File: src/rtl/axi4_wr_resp_merge_pkg.sv
// Shared types and helpers for the write-response merger: AXI response encoding,
// FSM state encoding and the response-class accumulation rules.
package axi4_wr_resp_merge_pkg;

  typedef enum logic [1:0] {
    RespOkay   = 2'd0,
    RespExOkay = 2'd1,
    RespSlvErr = 2'd2,
    RespDecErr = 2'd3
  } axi_resp_t;

  typedef enum logic [1:0] {
    StIdle    = 2'd0,
    StCollect = 2'd1,
    StResp    = 2'd2
  } state_e;

  // Sub-burst count reaches 2**lsize when every beat is its own sub-burst.
  function automatic int unsigned nsub_width(int unsigned lsize);
    return lsize + 1;
  endfunction

  // Only error classes escalate the accumulator; the worst error seen wins.
  function automatic axi_resp_t err_merge(axi_resp_t err, axi_resp_t bresp);
    if ((bresp >= RespSlvErr) && (bresp > err)) begin
      return bresp;
    end
    return err;
  endfunction

  // Final merged class once bresp is folded into the running err/exok state.
  function automatic axi_resp_t resp_merge(axi_resp_t err, logic exok, axi_resp_t bresp);
    axi_resp_t err_n;
    logic      exok_n;
    err_n  = err_merge(err, bresp);
    exok_n = exok & (bresp == RespExOkay);
    if (err_n >= RespSlvErr) begin
      return err_n;
    end
    return exok_n ? RespExOkay : RespOkay;
  endfunction

endpackage

File: src/rtl/axi4_wr_resp_merge_fifo.sv
// Show-ahead synchronous FIFO tracking outstanding long writes.
// Pointers carry an extra wrap bit so full and empty are distinguishable.
module axi4_wr_resp_merge_fifo #(
  parameter int unsigned Width = 13,
  parameter int unsigned Depth = 8
) (
  input  logic             clk_i,
  input  logic             rst_ni,
  input  logic             push_i,
  input  logic [Width-1:0] wdata_i,
  input  logic             pop_i,
  output logic [Width-1:0] rdata_o,
  output logic             full_o,
  output logic             empty_o,
  output logic             one_o
);

  localparam int unsigned AW = $clog2(Depth);

  logic [Width-1:0] mem_q [Depth];
  logic [AW:0]      wptr_q, wptr_d;
  logic [AW:0]      rptr_q, rptr_d;
  logic [AW:0]      level;

  assign level   = wptr_q - rptr_q;
  assign empty_o = (wptr_q == rptr_q);
  assign full_o  = (wptr_q[AW] != rptr_q[AW]) && (wptr_q[AW-1:0] == rptr_q[AW-1:0]);
  assign one_o   = (level == (AW+1)'(1));
  assign rdata_o = mem_q[rptr_q[AW-1:0]];

  always_comb begin
    wptr_d = wptr_q;
    rptr_d = rptr_q;
    if (push_i && !full_o) begin
      wptr_d = wptr_q + (AW+1)'(1);
    end
    if (pop_i && !empty_o) begin
      rptr_d = rptr_q + (AW+1)'(1);
    end
  end

  always_ff @(posedge clk_i or negedge rst_ni) begin
    if (!rst_ni) begin
      wptr_q <= '0;
      rptr_q <= '0;
    end else begin
      wptr_q <= wptr_d;
      rptr_q <= rptr_d;
    end
  end

  always_ff @(posedge clk_i) begin
    if (push_i && !full_o) begin
      mem_q[wptr_q[AW-1:0]] <= wdata_i;
    end
  end

endmodule

File: src/rtl/axi4_wr_resp_merge.sv
// Merges the short B responses of a partitioned long write back into one B carrying
// the original AWID, with the worst error (or all-EXOKAY) response class.
module axi4_wr_resp_merge
  import axi4_wr_resp_merge_pkg::*;
#(
  parameter int unsigned PSIZE  = 128,
  parameter int unsigned IDSIZE = 4,
  parameter int unsigned LSIZE  = 8,
  parameter int unsigned DEPTH  = 8
) (
  input  logic              axi_aclk,
  input  logic              axi_aresetn,
  input  logic              up_awvalid,
  output logic              up_awready,
  input  logic [IDSIZE-1:0] up_awid,
  input  logic [LSIZE-1:0]  up_awlen,
  output logic              dn_awvalid,
  input  logic              dn_awready,
  input  logic              short_bvalid,
  output logic              short_bready,
  input  logic [1:0]        short_bresp,
  output logic              long_bvalid,
  input  logic              long_bready,
  output logic [IDSIZE-1:0] long_bid,
  output logic [1:0]        long_bresp
);

  localparam int unsigned NW = nsub_width(LSIZE);
  localparam int unsigned EW = IDSIZE + NW;

  logic              trk_full, trk_empty, trk_one;
  logic              push, pop;
  logic [NW-1:0]     aw_nsub;
  logic [EW-1:0]     head;
  logic [IDSIZE-1:0] hd_id;
  logic [NW-1:0]     hd_nsub;
  logic              short_hs, long_hs;
  axi_resp_t         bresp_in;

  state_e            state_q, state_d;
  logic [NW-1:0]     cnt_q, cnt_d;
  axi_resp_t         err_q, err_d;
  logic              exok_q, exok_d;
  logic              short_bready_q, short_bready_d;
  logic              long_bvalid_q, long_bvalid_d;
  logic [IDSIZE-1:0] long_bid_q, long_bid_d;
  axi_resp_t         long_bresp_q, long_bresp_d;

  // AW passes straight through; only the tracker-full condition gates it.
  assign up_awready = dn_awready & ~trk_full;
  assign dn_awvalid = up_awvalid & ~trk_full;
  assign push       = up_awvalid & dn_awready & ~trk_full;

  assign aw_nsub = NW'(32'(up_awlen) / PSIZE) + NW'(1);

  axi4_wr_resp_merge_fifo #(
    .Width (EW),
    .Depth (DEPTH)
  ) u_trk (
    .clk_i   (axi_aclk),
    .rst_ni  (axi_aresetn),
    .push_i  (push),
    .wdata_i ({up_awid, aw_nsub}),
    .pop_i   (pop),
    .rdata_o (head),
    .full_o  (trk_full),
    .empty_o (trk_empty),
    .one_o   (trk_one)
  );

  assign hd_id    = head[EW-1:NW];
  assign hd_nsub  = head[NW-1:0];
  assign bresp_in = axi_resp_t'(short_bresp);
  assign short_hs = short_bvalid & short_bready_q;
  assign long_hs  = long_bvalid_q & long_bready;
  assign pop      = (state_q == StResp) & long_hs;

  always_comb begin
    state_d        = state_q;
    cnt_d          = cnt_q;
    err_d          = err_q;
    exok_d         = exok_q;
    short_bready_d = short_bready_q;
    long_bvalid_d  = long_bvalid_q;
    long_bid_d     = long_bid_q;
    long_bresp_d   = long_bresp_q;
    unique case (state_q)
      StIdle: begin
        if (!trk_empty) begin
          state_d        = StCollect;
          cnt_d          = '0;
          err_d          = RespOkay;
          exok_d         = 1'b1;
          short_bready_d = 1'b1;
        end
      end
      StCollect: begin
        if (short_hs) begin
          cnt_d  = cnt_q + NW'(1);
          err_d  = err_merge(err_q, bresp_in);
          exok_d = exok_q & (bresp_in == RespExOkay);
          if (cnt_q == hd_nsub - NW'(1)) begin
            state_d        = StResp;
            short_bready_d = 1'b0;
            long_bvalid_d  = 1'b1;
            long_bid_d     = hd_id;
            long_bresp_d   = resp_merge(err_q, exok_q, bresp_in);
          end
        end
      end
      StResp: begin
        if (long_hs) begin
          long_bvalid_d = 1'b0;
          // A same-cycle push lands in the slot the head will point at next cycle.
          if (!trk_one || push) begin
            state_d        = StCollect;
            cnt_d          = '0;
            err_d          = RespOkay;
            exok_d         = 1'b1;
            short_bready_d = 1'b1;
          end else begin
            state_d = StIdle;
          end
        end
      end
      default: begin
        state_d        = StIdle;
        short_bready_d = 1'b0;
        long_bvalid_d  = 1'b0;
      end
    endcase
  end

  always_ff @(posedge axi_aclk or negedge axi_aresetn) begin
    if (!axi_aresetn) begin
      state_q        <= StIdle;
      cnt_q          <= '0;
      err_q          <= RespOkay;
      exok_q         <= 1'b1;
      short_bready_q <= 1'b0;
      long_bvalid_q  <= 1'b0;
      long_bid_q     <= '0;
      long_bresp_q   <= RespOkay;
    end else begin
      state_q        <= state_d;
      cnt_q          <= cnt_d;
      err_q          <= err_d;
      exok_q         <= exok_d;
      short_bready_q <= short_bready_d;
      long_bvalid_q  <= long_bvalid_d;
      long_bid_q     <= long_bid_d;
      long_bresp_q   <= long_bresp_d;
    end
  end

  assign short_bready = short_bready_q;
  assign long_bvalid  = long_bvalid_q;
  assign long_bid     = long_bid_q;
  assign long_bresp   = long_bresp_q;

endmodule

File: config.mk
export PLATFORM = sky130hd
export DESIGN_NAME = axi4_wr_resp_merge
export DESIGN_NICKNAME = d
export VERILOG_FILES = /design/src/rtl/axi4_wr_resp_merge_pkg.sv /design/src/rtl/axi4_wr_resp_merge_fifo.sv /design/src/rtl/axi4_wr_resp_merge.sv
export SDC_FILE = /design/constraint.sdc
export NUM_CORES = 1
export LEC_CHECK = 0
export ABC_AREA = 1
export CAP_MARGIN = 20
export CORE_MARGIN = 3
export CORE_UTILIZATION = 35
export CTS_BUF_LIST = sky130_fd_sc_hd__clkbuf_2 sky130_fd_sc_hd__clkbuf_4 sky130_fd_sc_hd__clkbuf_8
export CTS_CLUSTER_DIAMETER = 40
export CTS_CLUSTER_SIZE = 30
export DETAILED_ROUTE_END_ITERATION = 8
export SLEW_MARGIN = 10
export SYNTH_ARGS = -nofsm -noshare
export SYNTH_HDL_FRONTEND = slang
export SYNTH_SLANG_ARGS = --single-unit
File: constraint.sdc
create_clock -name axi_aclk -period 5.6 [get_ports axi_aclk]
set_input_delay 0.56 -clock axi_aclk [delete_from_list [all_inputs] [get_ports axi_aclk]]
set_output_delay 0.56 -clock axi_aclk [all_outputs]
set_load 0.01 [all_outputs]
# Yosys cells after proc, flatten, opt, wreduce, memory -nomap -nowiden
# Memory sizes are Yosys's and may differ from the RTL's.
# Index checks and enable logic that the tools add are counted.
# W data, S select, Z words.
# totals
n_memories,1
ram_bits,48
output_inout_bits,10
elab_cells,109
inputBits,20
reg_bits,30
# mem_list
name,words,word_bits,rd,rd_clocked_by_memory_dff,write_ports,line,rtl
u_trk.mem_q,8,6,1,0,1,axi4_wr_resp_merge_fifo.sv:20,logic [Width-1:0] mem_q [Depth];
# classes
n_eq_ne,14
bitwise_logic,10
add_sub_neg,6
n_mux,49
n_lt_le_gt_ge,3
reduce_logical,16
# op_table
cell,count
$mux W9,4
$mux W2,16
$pmux W9 S3,1
$mux W1,23
$pmux W2 S3,2
$ne A2 B2 Y1 const B,5
$reduce_and A5 Y1,2
$add A9 B1 Y9 const B,1
$eq A9 B9 Y1,1
$pmux W1 S3,3
$sub A9 B1 Y9 const B,1
$add A4 B1 Y4 const B,2
$and A1 B1 Y1,8
$reduce_and A4 Y1,2
$reduce_and A6 Y1,1
$eq A2 B1 Y1 const B,2
$eq A4 B1 Y1 const B,1
$eq A4 B4 Y1,1
$ge A2 B2 Y1 const B,2
$logic_and A1 B1 Y1,4
$sub A4 B4 Y4,1
$eq A3 B3 Y1,1
$logic_not A1 Y1,3
$reduce_and A3 Y1,1
9 further kinds,10

# Longest topological paths before layout
# depth
ltp_word,16
mapped_depth,17
depth_no_buf,15

# Cells and area by module
# Synthesis repeated with hierarchy kept, for this count alone.
# hier_totals
cells_unflattened,793
area_unflattened_um2,6890.4
# by_module_without_submodules
module,instances,seq_area_each_um2,area_per_inst_um2,cells_per_inst
axi4_wr_resp_merge_fifo,1,3323.2,5138.7,536
axi4_wr_resp_merge,1,551.8,1751.7,257

# Worst setup path before layout
# No wires, ideal clock.
# synth_path
kind,reg-to-reg
from,reg u_trk.rptr_q[0]
to,reg long_bid_q[0] (netlist: long_bid[0])
required_time_ps,5482
n_path_buf,3
arrival_time_ps,2232
setup_slack_ps,3250
stages_incl_launch_ff,15
synth_period_minus_slack_ps,2350
setup_ps,118
path_cell_list,dfrtp_1 -> buf_4 -> inv_4 -> clkbuf_1 -> o21ai_0 -> o221ai_1 -> o21ai_0 -> ha_1 -> xnor2_1 -> a21oi_2 -> and2_4 -> nand3_2 -> buf_6 -> nand2_1 -> o21ai_2
# synth_via
elab_chain_cells,4
# synth_lines
element,line,rtl
"start, declared",axi4_wr_resp_merge_fifo.sv:22,"logic [AW:0] rptr_q, rptr_d;"
"start signal, assigned",axi4_wr_resp_merge_fifo.sv:48,rptr_q <= rptr_d;
$mem_v2 Z8 W6 *,n/a,
$sub A9 B1 Y9,axi4_wr_resp_merge.sv:102,if (cnt_q == hd_nsub - NW'(1)) begin
$eq A9 B9 Y1,axi4_wr_resp_merge.sv:102,
$reduce_and A3 Y1 (no source line),n/a,
"end signal, assigned",axi4_wr_resp_merge.sv:151,long_bid_q <= long_bid_d;
"end, declared",axi4_wr_resp_merge.sv:46,"logic [IDSIZE-1:0] long_bid_q, long_bid_d;"
# Every way passes the cells marked *; elsewhere a longest branch is shown, timed or not.
# A chain may end at the register's enable or synchronous reset.

# Final worst setup path
# layout_path
from,reg u_trk.rptr_q[1]
to,out up_awready
# layout_via
elab_chain_cells,4
# layout_lines
element,line,rtl
$eq A3 B3 Y1,axi4_wr_resp_merge_fifo.sv:27,assign full_o = (wptr_q[AW] != rptr_q[AW]) && (wptr_q[AW-1:0] == rptr_q[AW-1:0]);
$logic_and A1 B1 Y1,axi4_wr_resp_merge_fifo.sv:27,
$not A1 Y1,axi4_wr_resp_merge.sv:50,assign up_awready = dn_awready & ~trk_full;
$and A1 B1 Y1,axi4_wr_resp_merge.sv:50,
"end, declared",axi4_wr_resp_merge.sv:14,"output logic up_awready,"
# No other way between the ends.

==> impl_metrics.yaml <==
setup_path:
  cp_cell_sequence: "inv_1 > ha_1 > nand2_1 > nor2_1 > nand2_1 > inv_1 > nor2_1 > clkdlybuf4s50_1"
  cp.depth: 8
  critPathCaptureType: "output pin"
  rr_worst_depth: 9
  crit_arrival_ns: 2.87
  crit_family: "buffers and inverters"
  ff2ff_setup_slack_ns: 2.53
  worstSetupPathType: "reg2out"
  critPathLaunchType: "register"
  slowest_stage: "dfrtp_1"
  worstPathRequired_ns: 5.04
  slowest_delay_ns: 0.68
  critPathBufInv: 3
  critPathMaxFanout: 15
clocking:
  cts_resized: 0
  cts_setup_buffers: 0
  clkSinkCount: 78
  clk_latency_ns: 0.36
  root_buffer: "clkbuf_8"
  cts_tree: "done"
  clk_pin_slew_ns: 0.08
  hold_buffers: 0
  cts_buffers: 9
  clk_path_buf_depth: 2
  htreeDepth: 3
min_path:
  min_path_type: "reg2reg"
  worstHoldPathCells: 2
timing:
  setup_viol: 0
  fin_crit_sh_pct: 61.3
  rsz0062_at_grt: "no"
  period_minus_slack_ns: 3.43
  finClkSkew_ns: 0.00781
  drv_slew: 0
  relSlewSlack_pct: 53.2
  fin_ws_ns: 2.17
  fmax_mhz: 291
  setup_tns_ns: 0
  hold_viol_final: 0
  worst_slew_pin_slew_ns: 0.699
floorplanning:
  initial_core_util_pct: 36.5
  rows: 37
  dieArea_um2: 12100
  core_um2: 10400
  fp.dieH_um: 110
  io_pins: 30
  die_w_um: 110
global_route:
  grt_max_degree: 31
  first_global_vias: 2531
  grt_pass1_wl_um: 13000
  grt_overflow_total: 0
  antenna_found_initial: 0
  grt_use_total_pct: 14.2
synth:
  synth-simple-area-share_pct: 20.2
  synthArstFlopShare_pct: 38.5
  synth_most_common_cell: "nand2_1"
  netlist_area_um2: 3800
  synthCells: 389
  synth_mux_area_share_pct: 0
  synth_compound_area_share_pct: 8.37
  synth_top_area_share_pct: 38.0
  synth_nets: 420
  ys_seq_area_share_pct: 57.8
  synth_common_cells: "nand2_1, nor2_1, edfxtp_1, inv_1, dfrtp_1"
  ys_seq_elements: 78
  yosysWarnings: 0
  synthXorXnorAreaFrac_pct: 3.69
  synth.distinct_cells: 36
  synthFlopType: "edfxtp_1"
  synth_area_per_cell_um2: 9.76
  synth_enable_flop_cells: 48
  synth_fa_ha_area_share_pct: 3.82
  synth_top_area_cell: "edfxtp_1"
  synthTopCellsByArea: "edfxtp_1, dfrtp_1, nand2_1"
  synth_top_family_by_area: "simple AND/OR/NAND/NOR gates"
routing:
  dr.pass1.iters: 4
  vias: 2648
  vias_per_cell: 4.77
  drt_iter0_markers: 138
  wl_um: 7510
  post_drt_wl_per_cell_um: 13.5
  ant_nets: 0
  drc: 0
job:
  cap_violations: 0
pwr:
  irDropWorstVdd_v: 0.000240
  p_per_area_nw_per_um2: 456
  p_leak_nw: 1.84
cells_and_area:
  fin_nets: 445
  drive_above_1_share_pct: 8.59
  regArea_um2: 2190
  fill_cells: 1030
  syn_to_final_growth_pct: 14.2
  multi_input_area_um2: 1370
  antenna_cells: 0
placement:
  gp_congestion: 0.854
  place_ws_ns: 2.48
  portBuffers: 22
  hpwl_um: 5100
outcome:
  outcome: "completed"
[report_power, final]
group | switching [W] | total, W | internal [W]
Clock | 0.000213 | 0.000420 | 0.000208
Combinational | 0.000482 | 0.000769 | 0.000287
Sequential | 0.0000784 | 0.000788 | 0.000710
[registers in the layout (all words and copies together) (netlist names)]
signal        flops
long_bresp        2
u_trk.mem_q      48
cnt_q             9
err_q             2
u_trk.rptr_q      4
short_bready      1
exok_q            1
long_bid          4
long_bvalid       1
u_trk.wptr_q      4
state_q           2
[worst reg2reg max path: cells and delay by family, from the launching register on]
| kind | cells | cell delay (ns) |
|---|---|---|
| and+or+nand+nor | 6 | 1.15 |
| DFF | 1 | 0.68 |
| buffers and inverters | 2 | 0.49 |
| adders and majority gates | 1 | 0.40 |
[stage by stage]
step | instances | utilization, % | power, W | hold WS [ns] | area, µm²
2_1_floorplan | 389 | - | 0.00137 | 0.264 | 3800
3_3_place_gp | 539 | 39.7 | 0.00156 | 0.466 | 4140
3_5_place_dp | 539 | 39.7 | 0.00158 | 0.471 | 4140
4_1_cts | 555 | 41.6 | 0.00200 | 0.486 | 4340
5_1_grt | 555 | 41.6 | 0.00215 | 0.515 | 4340
6_report | 555 | 41.6 | 0.00198 | 0.484 | 4340
[layout make-up]
class / instances / area share (%)
Clock buffer: 9 / 2.86
Clock inverter: 7 / 1.67
Inverter: 45 / 3.95
Multi-Input combinational cell: 256 / 31.6
Sequential cell: 78 / 50.6
Tap cell: 136 / 3.92
Timing Repair Buffer: 24 / 5.43
[cells in the final DEF (no fill, tap or decap), drive strengths merged]
master	n
nor3	1
a21oi	5
inv	47
clkbuf	9
and2	1
nand4	9
clkdlybuf4s50	22
fa	1
ha	10
o22ai	1
dfstp	1
nor2	52
xor2	10
buf	2
nand3b	1
a31oi	1
edfxtp	48
dfrtp	29
nand2	93
bufinv	1
o21a	1
nand3	21
o221ai	9
o21bai	1
clkinv	4
nor4	1
o21ai	32
xnor2	6
[final timing paths]
path	start	end
hold / removal	exok_q	exok_q
hold reg to reg	exok_q	exok_q
setup / recovery	u_trk.rptr_q[1]	up_awready
setup reg to reg	u_trk.rptr_q[1]	u_trk.mem_q[4][5]
min in group asynchronous	axi_aresetn	short_bready
max in group asynchronous	axi_aresetn	exok_q
[cells by family after synthesis]
logic type	count (synthesis)
simple gates	179
flops	78
buf+inv	55
compound gates	50
xor+xnor	16
fa+ha+maj	11
[routing by layer]
layer  wire [µm]  track usage [%]
met2        3610             22.4
met5           0                0
met4          80             5.10
met1        3540             18.5
met3         279             4.31
(Power assumes the default switching activity.)
==> patch 1 (same flow settings) <==
Make the reset (`axi_aresetn` and `rst_ni`) synchronous in 2 clocked blocks.
--- a/src/rtl/axi4_wr_resp_merge_fifo.sv
+++ b/src/rtl/axi4_wr_resp_merge_fifo.sv
@@ -39,7 +39,7 @@
     end
   end
 
-  always_ff @(posedge clk_i or negedge rst_ni) begin
+  always_ff @(posedge clk_i) begin
     if (!rst_ni) begin
       wptr_q <= '0;
       rptr_q <= '0;
--- a/src/rtl/axi4_wr_resp_merge.sv
+++ b/src/rtl/axi4_wr_resp_merge.sv
@@ -131,7 +131,7 @@
     endcase
   end
 
-  always_ff @(posedge axi_aclk or negedge axi_aresetn) begin
+  always_ff @(posedge axi_aclk) begin
     if (!axi_aresetn) begin
       state_q        <= StIdle;
       cnt_q          <= '0;
Formal check against the unedited RTL: differs if axi_aresetn is asserted again (counterexample within 4 cycles, from zero or initial values and one cycle with axi_aresetn low); with axi_aresetn held inactive, the same outputs for 4 cycles.
==> patch 1 against the unedited design <==
Worst setup slack better by 78 ps; sequential share of layout area down 3.1 points; non-clock buffer count down 2; synthesized area up 2.3%; final area up 2.0%; wire length up 7.7%; die area up 2.2%; sequential cell count up 3; critical path depth up 6; register-to-register slack worse by 280 ps; count of clock-buffer cells in the layout unchanged.
Power is not compared: it rests on default switching activity, and its combinational part moved more than twofold at a synthesized area within 25%.
==> patch 1: results (changes against the unedited design) <==
Cells and area
  – Nets: 500 (+12%)
  – Share of layout cells above drive strength 1: 0.0907 (+0.00480)
  – Fill cells: 1060 (+2.9%)
  – Antenna Cells: 0 (unchanged)

Synth
  – Number of flops mapped to enable cells by yosys: 48 (unchanged)
  – Most frequent cells after synthesis: nand2_1 (105), nor2_1 (55), nand3_1 (52)
  – Gate Count Post-Synth: 448 (+15%)
  – Net Count, Synth: 479 (+14%)
  – Sequential-to-total area share from yosys stat: 0.541 (-0.0367)
  – Ranking of synthesized cells by area: edfxtp_1 (37%), dfxtp_1 (17%), nand2_1 (10%), nand3_1 (6.7%), nor2_1 (5.3%)
  – Synth cell types: 33 (-8.3%)
  – Asr flop ratio synth: 0 (-0.385)

GRT
  – Pin count of the biggest net entering global routing: 26 (-16%)
  – First-pass GRT wire length: 13700 um (+5.7%)
  – Initial antenna violation count: 0 (unchanged)
  – GRT met1 Usage: 0.181 (-0.00473)
  – GR Util All Layers: 0.138 (-0.00360)
  – GRT met3 Usage: 0.0234 (-0.0197)
  – Met2 Usage GRT: 0.226 (+0.00197)

STA
  – Worst-Margin Slew: 922 ps (+223 ps)
  – Crit share post-route: 0.599 (-0.0140)
  – Post-Route Skew: 6.34 ps (-1.48 ps)

Place
  – GPL Wtd Cong: 0.853 (-0.13%)
  – Placed cell area: 4220 um2 (+1.8%)
  – DP HPWL: 5560 um (+8.9%)
  – Placed Instances: 594 (+10%)

Setup path
  – Worst R2R Path Depth: 14 (+5)
  – Largest delay contributor family on the critical path: flip-flops
  – Slowest-stage cell, CP: dfxtp_1
  – Worst path max stage delay: 930 ps (+250 ps)
  – Data arrival time of the worst path: 3600 ps (+730 ps)
  – Max FO, Critical Path: 25 (+10)

Route
  – WL/cell: 13.3 um (-2.0%)
  – Initial drt markers: 148 (+7.2%)
  – DR pass1 iterations: 4 (unchanged)
  – Via count: 2865 (+8.2%)
  – Vias/cell: 4.70 (-1.6%)

Outcome
  – Outcome: finished, final reports clean

CTS
  – Post-CTS Setup Bufs: 0 (unchanged)
  – CTS root buf: clkbuf_8
  – TritonCTS buffer count: 9 (unchanged)

Flow run
  – Max-cap viol count: 0 (unchanged)
==> patch 1: changes by cell type after synthesis, moves of 5 or more <==
cell / delta
nand4_1: -6
o221ai_1: -8
nor2_1: +5
nand3_1: +34
dfxtp_1: +33
nand2_1: +14
o21ai_0: -12
inv_1: +8
dfrtp_1: -29
a21oi_1: +18
==> patch 1: report_power, final <==
part	internal, uW	switching (uW)
clock network	215	232
logic	89.4	177
registers	656	22.7
total	960	431
==> patch 1: stage by stage <==
stage,util,setup slack [ps]
6_report,0.419,2250
5_1_grt,0.419,1850
4_1_cts,0.419,2200
3_5_place_dp,0.399,2200
3_3_place_gp,0.399,2290
2_1_floorplan,-,3330
==> patch 1: worst paths after layout <==
kind | from | end | slack [ps]
setup / recovery | flop | long_bid[3] | 2250
hold / removal | long_bresp[0] | long_bresp[0] | 500
setup reg to reg | flop | long_bid[3] | 2250
hold reg to reg | long_bresp[0] | long_bresp[0] | 500
==> patch 1: layout make-up <==
type	instances	area (um2)	share of cell area
Clock buffer	9	124	0.0280
Clock inverter	7	83.8	0.0190
Inverter	56	210	0.0475
Multi-Input combinational cell	299	1510	0.342
Sequential cell	81	2100	0.475
Tap cell	136	170	0.0385
Timing Repair Buffer	22	220	0.0498
==> patch 1: metal layers <==
| metal | routed length (um) | part of all wire |
|---|---|---|
| met1 | 3790 | 0.47 |
| met2 | 3880 | 0.48 |
| met3 | 291 | 0.036 |
| met4 | 121 | 0.015 |
| met5 | 0 | 0 |
==> patch 1: logic make-up after synthesis <==
family                     count (synthesis)  synth area share
buffers and inverters                     68            0.0699
and+or+nand+nor                          236             0.268
DFF                                       81             0.541
AOI/OAI and AO/OA                         42            0.0599
xor gates and xnor gates                  10            0.0245
adders and majority gates                 11            0.0373
==> patch 2 (same settings) <==
Made on the original files. Set the parameter `LSIZE` to 32 (it was 8).
--- a/src/rtl/axi4_wr_resp_merge.sv
+++ b/src/rtl/axi4_wr_resp_merge.sv
@@ -5,7 +5,7 @@
 #(
   parameter int unsigned PSIZE  = 128,
   parameter int unsigned IDSIZE = 4,
-  parameter int unsigned LSIZE  = 8,
+  parameter int unsigned LSIZE  = 32,
   parameter int unsigned DEPTH  = 8
 ) (
   input  logic              axi_aclk,
Ports: changed (resized up_awlen); port bits go from 30 to 54. The function was not compared with the original's and may differ.
==> patch 2 against the unedited design <==
Synthesized area grew to 4.1 times the old value; power is 150% higher; final cell count grew to 4.5 times the old value; final area grew to 4.0 times the old value; clock power grew to 4.0 times the old value; largest cell class unchanged; worst setup slack worse by 630 ps; wire length grew to 5.3 times the old value; sequential cell count is 216 higher.
==> patch 2: results (changes against the unedited design) <==
Outcome
  – Outcome: finished, final reports clean

Setup path
  – Worst path max stage delay: 430 ps (-250 ps)
  – RR Endpoint: cnt_q[27]
  – RR Startpoint: u_trk.rptr_q[0]
  – Max FO, Critical Path: 131 (+116)
  – Reg2reg setup slack: 1540 ps (-990 ps)
  – Data arrival time of the worst path: 4570 ps (+1700 ps)
  – Largest delay contributor family on the critical path: simple AND/OR/NAND/NOR gates

Pwr
  – Leakage Power: 0.00755 uW (+310%)
  – PD cells: 279 nW/um2 (-39%)
  – Worst vdd ir: 0.000132 V (-45%)
  – Switching Share: 0.272 (-0.119)
  – P_clk: 1680 uW (+300%)
  – Sequential Power: 2600 uW (+230%)

GRT
  – Pin count of the biggest net entering global routing: 132 (+330%)
  – First-pass GRT wire length: 62400 um (+380%)
  – Vias in the first global route: 11.4k (+350%)
  – GR Util All Layers: 0.170 (+0.0283)

CTS
  – TritonCTS buffer count: 40 (+31)
  – Clock latency on the worst-skew pair: 610 ps (+250 ps)
  – H-Tree Depth: 2 (-1)

Place
  – Post-Place Setup Slack: 1070 ps (-1400 ps)
  – Placed Instances: 2432 (+350%)
  – DP HPWL: 25900 um (+410%)
  – Placed cell area: 16600 um2 (+300%)

Synth
  – Flops & latches, synth: 294 (+280%)
  – Net Count, Synth: 1890 (+350%)
  – Gate Count Post-Synth: 1834 (+370%)
  – Sequential-to-total area share from yosys stat: 0.553 (-0.0250)
  – Ranking of synthesized cells by area: edfxtp_1 (47%), nand2_1 (15%), dfrtp_1 (8.6%), inv_1 (6.9%), nand3_1 (6.2%)
  – Most frequent cells after synthesis: nand2_1 (608), inv_1 (286), edfxtp_1 (240)
  – Synth cell types: 42 (+17%)

STA
  – Post-Route Skew: 43.2 ps (+35.3 ps)
  – Max-slew headroom: 0.294 (-0.239)
  – Worst hold slack: 115 ps (-368 ps)

Route
  – Initial drt markers: 773 (+460%)
  – Final wirelength: 39800 um (+430%)
  – Vias/cell: 4.77 (about the same)

Cells and area
  – Max FFs per register: 240 (+400%)
  – Share of layout cells above drive strength 1: 0.0662 (-0.0197)
  – Cell Count, Final, Fillers Out: 2502 (+350%)

Min path
  – Worst min-delay path class: primary input to async pin
## patch 2: changes by cell type in the layout (fill, tap and decap cells not counted), moves of 22 or more
cell,unedited run,this run
a21oi_1,3,29
clkbuf_8,9,40
clkdlybuf4s50_1,22,45
dfrtp_1,29,51
edfxtp_1,48,240
inv_1,41,286
nand2_1,91,608
nand3_1,18,192
nor2_1,50,138
nor3_1,1,29
xor2_1,10,38
## patch 2: logic make-up (layout without fill, tap and decap cells)
family,count (synthesis),count (layout),share of synthesized area
flops,294,294,0.553
fa+ha+maj,12,12,0.0102
compound gates,94,94,0.0350
simple gates,1039,1039,0.282
buf+inv,347,430,0.0921
xor+xnor,48,48,0.0280
## patch 2: layer usage
metal  routed length, um  share of wire  global-route usage  vias to the layer above
met5                   0              0                   0                        -
met4                1330          0.033              0.0665                        0
met3                2180          0.055              0.0327                       90
met2               18300           0.46               0.274                      298
met1               18100           0.45               0.229                     5544
li1                    -              -                   -                     6004
## patch 2: layout make-up
type / count / area, um2
repair buffers: 67 / 638
well taps: 585 / 732
inverters: 293 / 1100
multi-input cells: 1193 / 5560
flip-flops and latches: 294 / 8560
clock buffers: 46 / 596
fillers: 4388 / 26000
clock inverters: 24 / 204
## patch 2: worst max path at each step
| stage | start | depth (start not counted) | to | slack (ps) |
|---|---|---|---|---|
| final | u_trk.rptr_q[0] | 18 | cnt_q[27] | 1540 |
| after global routing | u_trk.rptr_q[0] | 18 | cnt_q[27] | 1080 |
| after CTS | u_trk.rptr_q[0] | 18 | cnt_q[27] | 1480 |
| after detailed placement | up_awlen[7] | 14 | u_trk.mem_q[4][24] | 1070 |
| after global placement | up_awlen[7] | 14 | u_trk.mem_q[4][24] | 1220 |
| after floorplan | u_trk.rptr_q[1] | 13 | u_trk.mem_q[7][0] | 1800 |
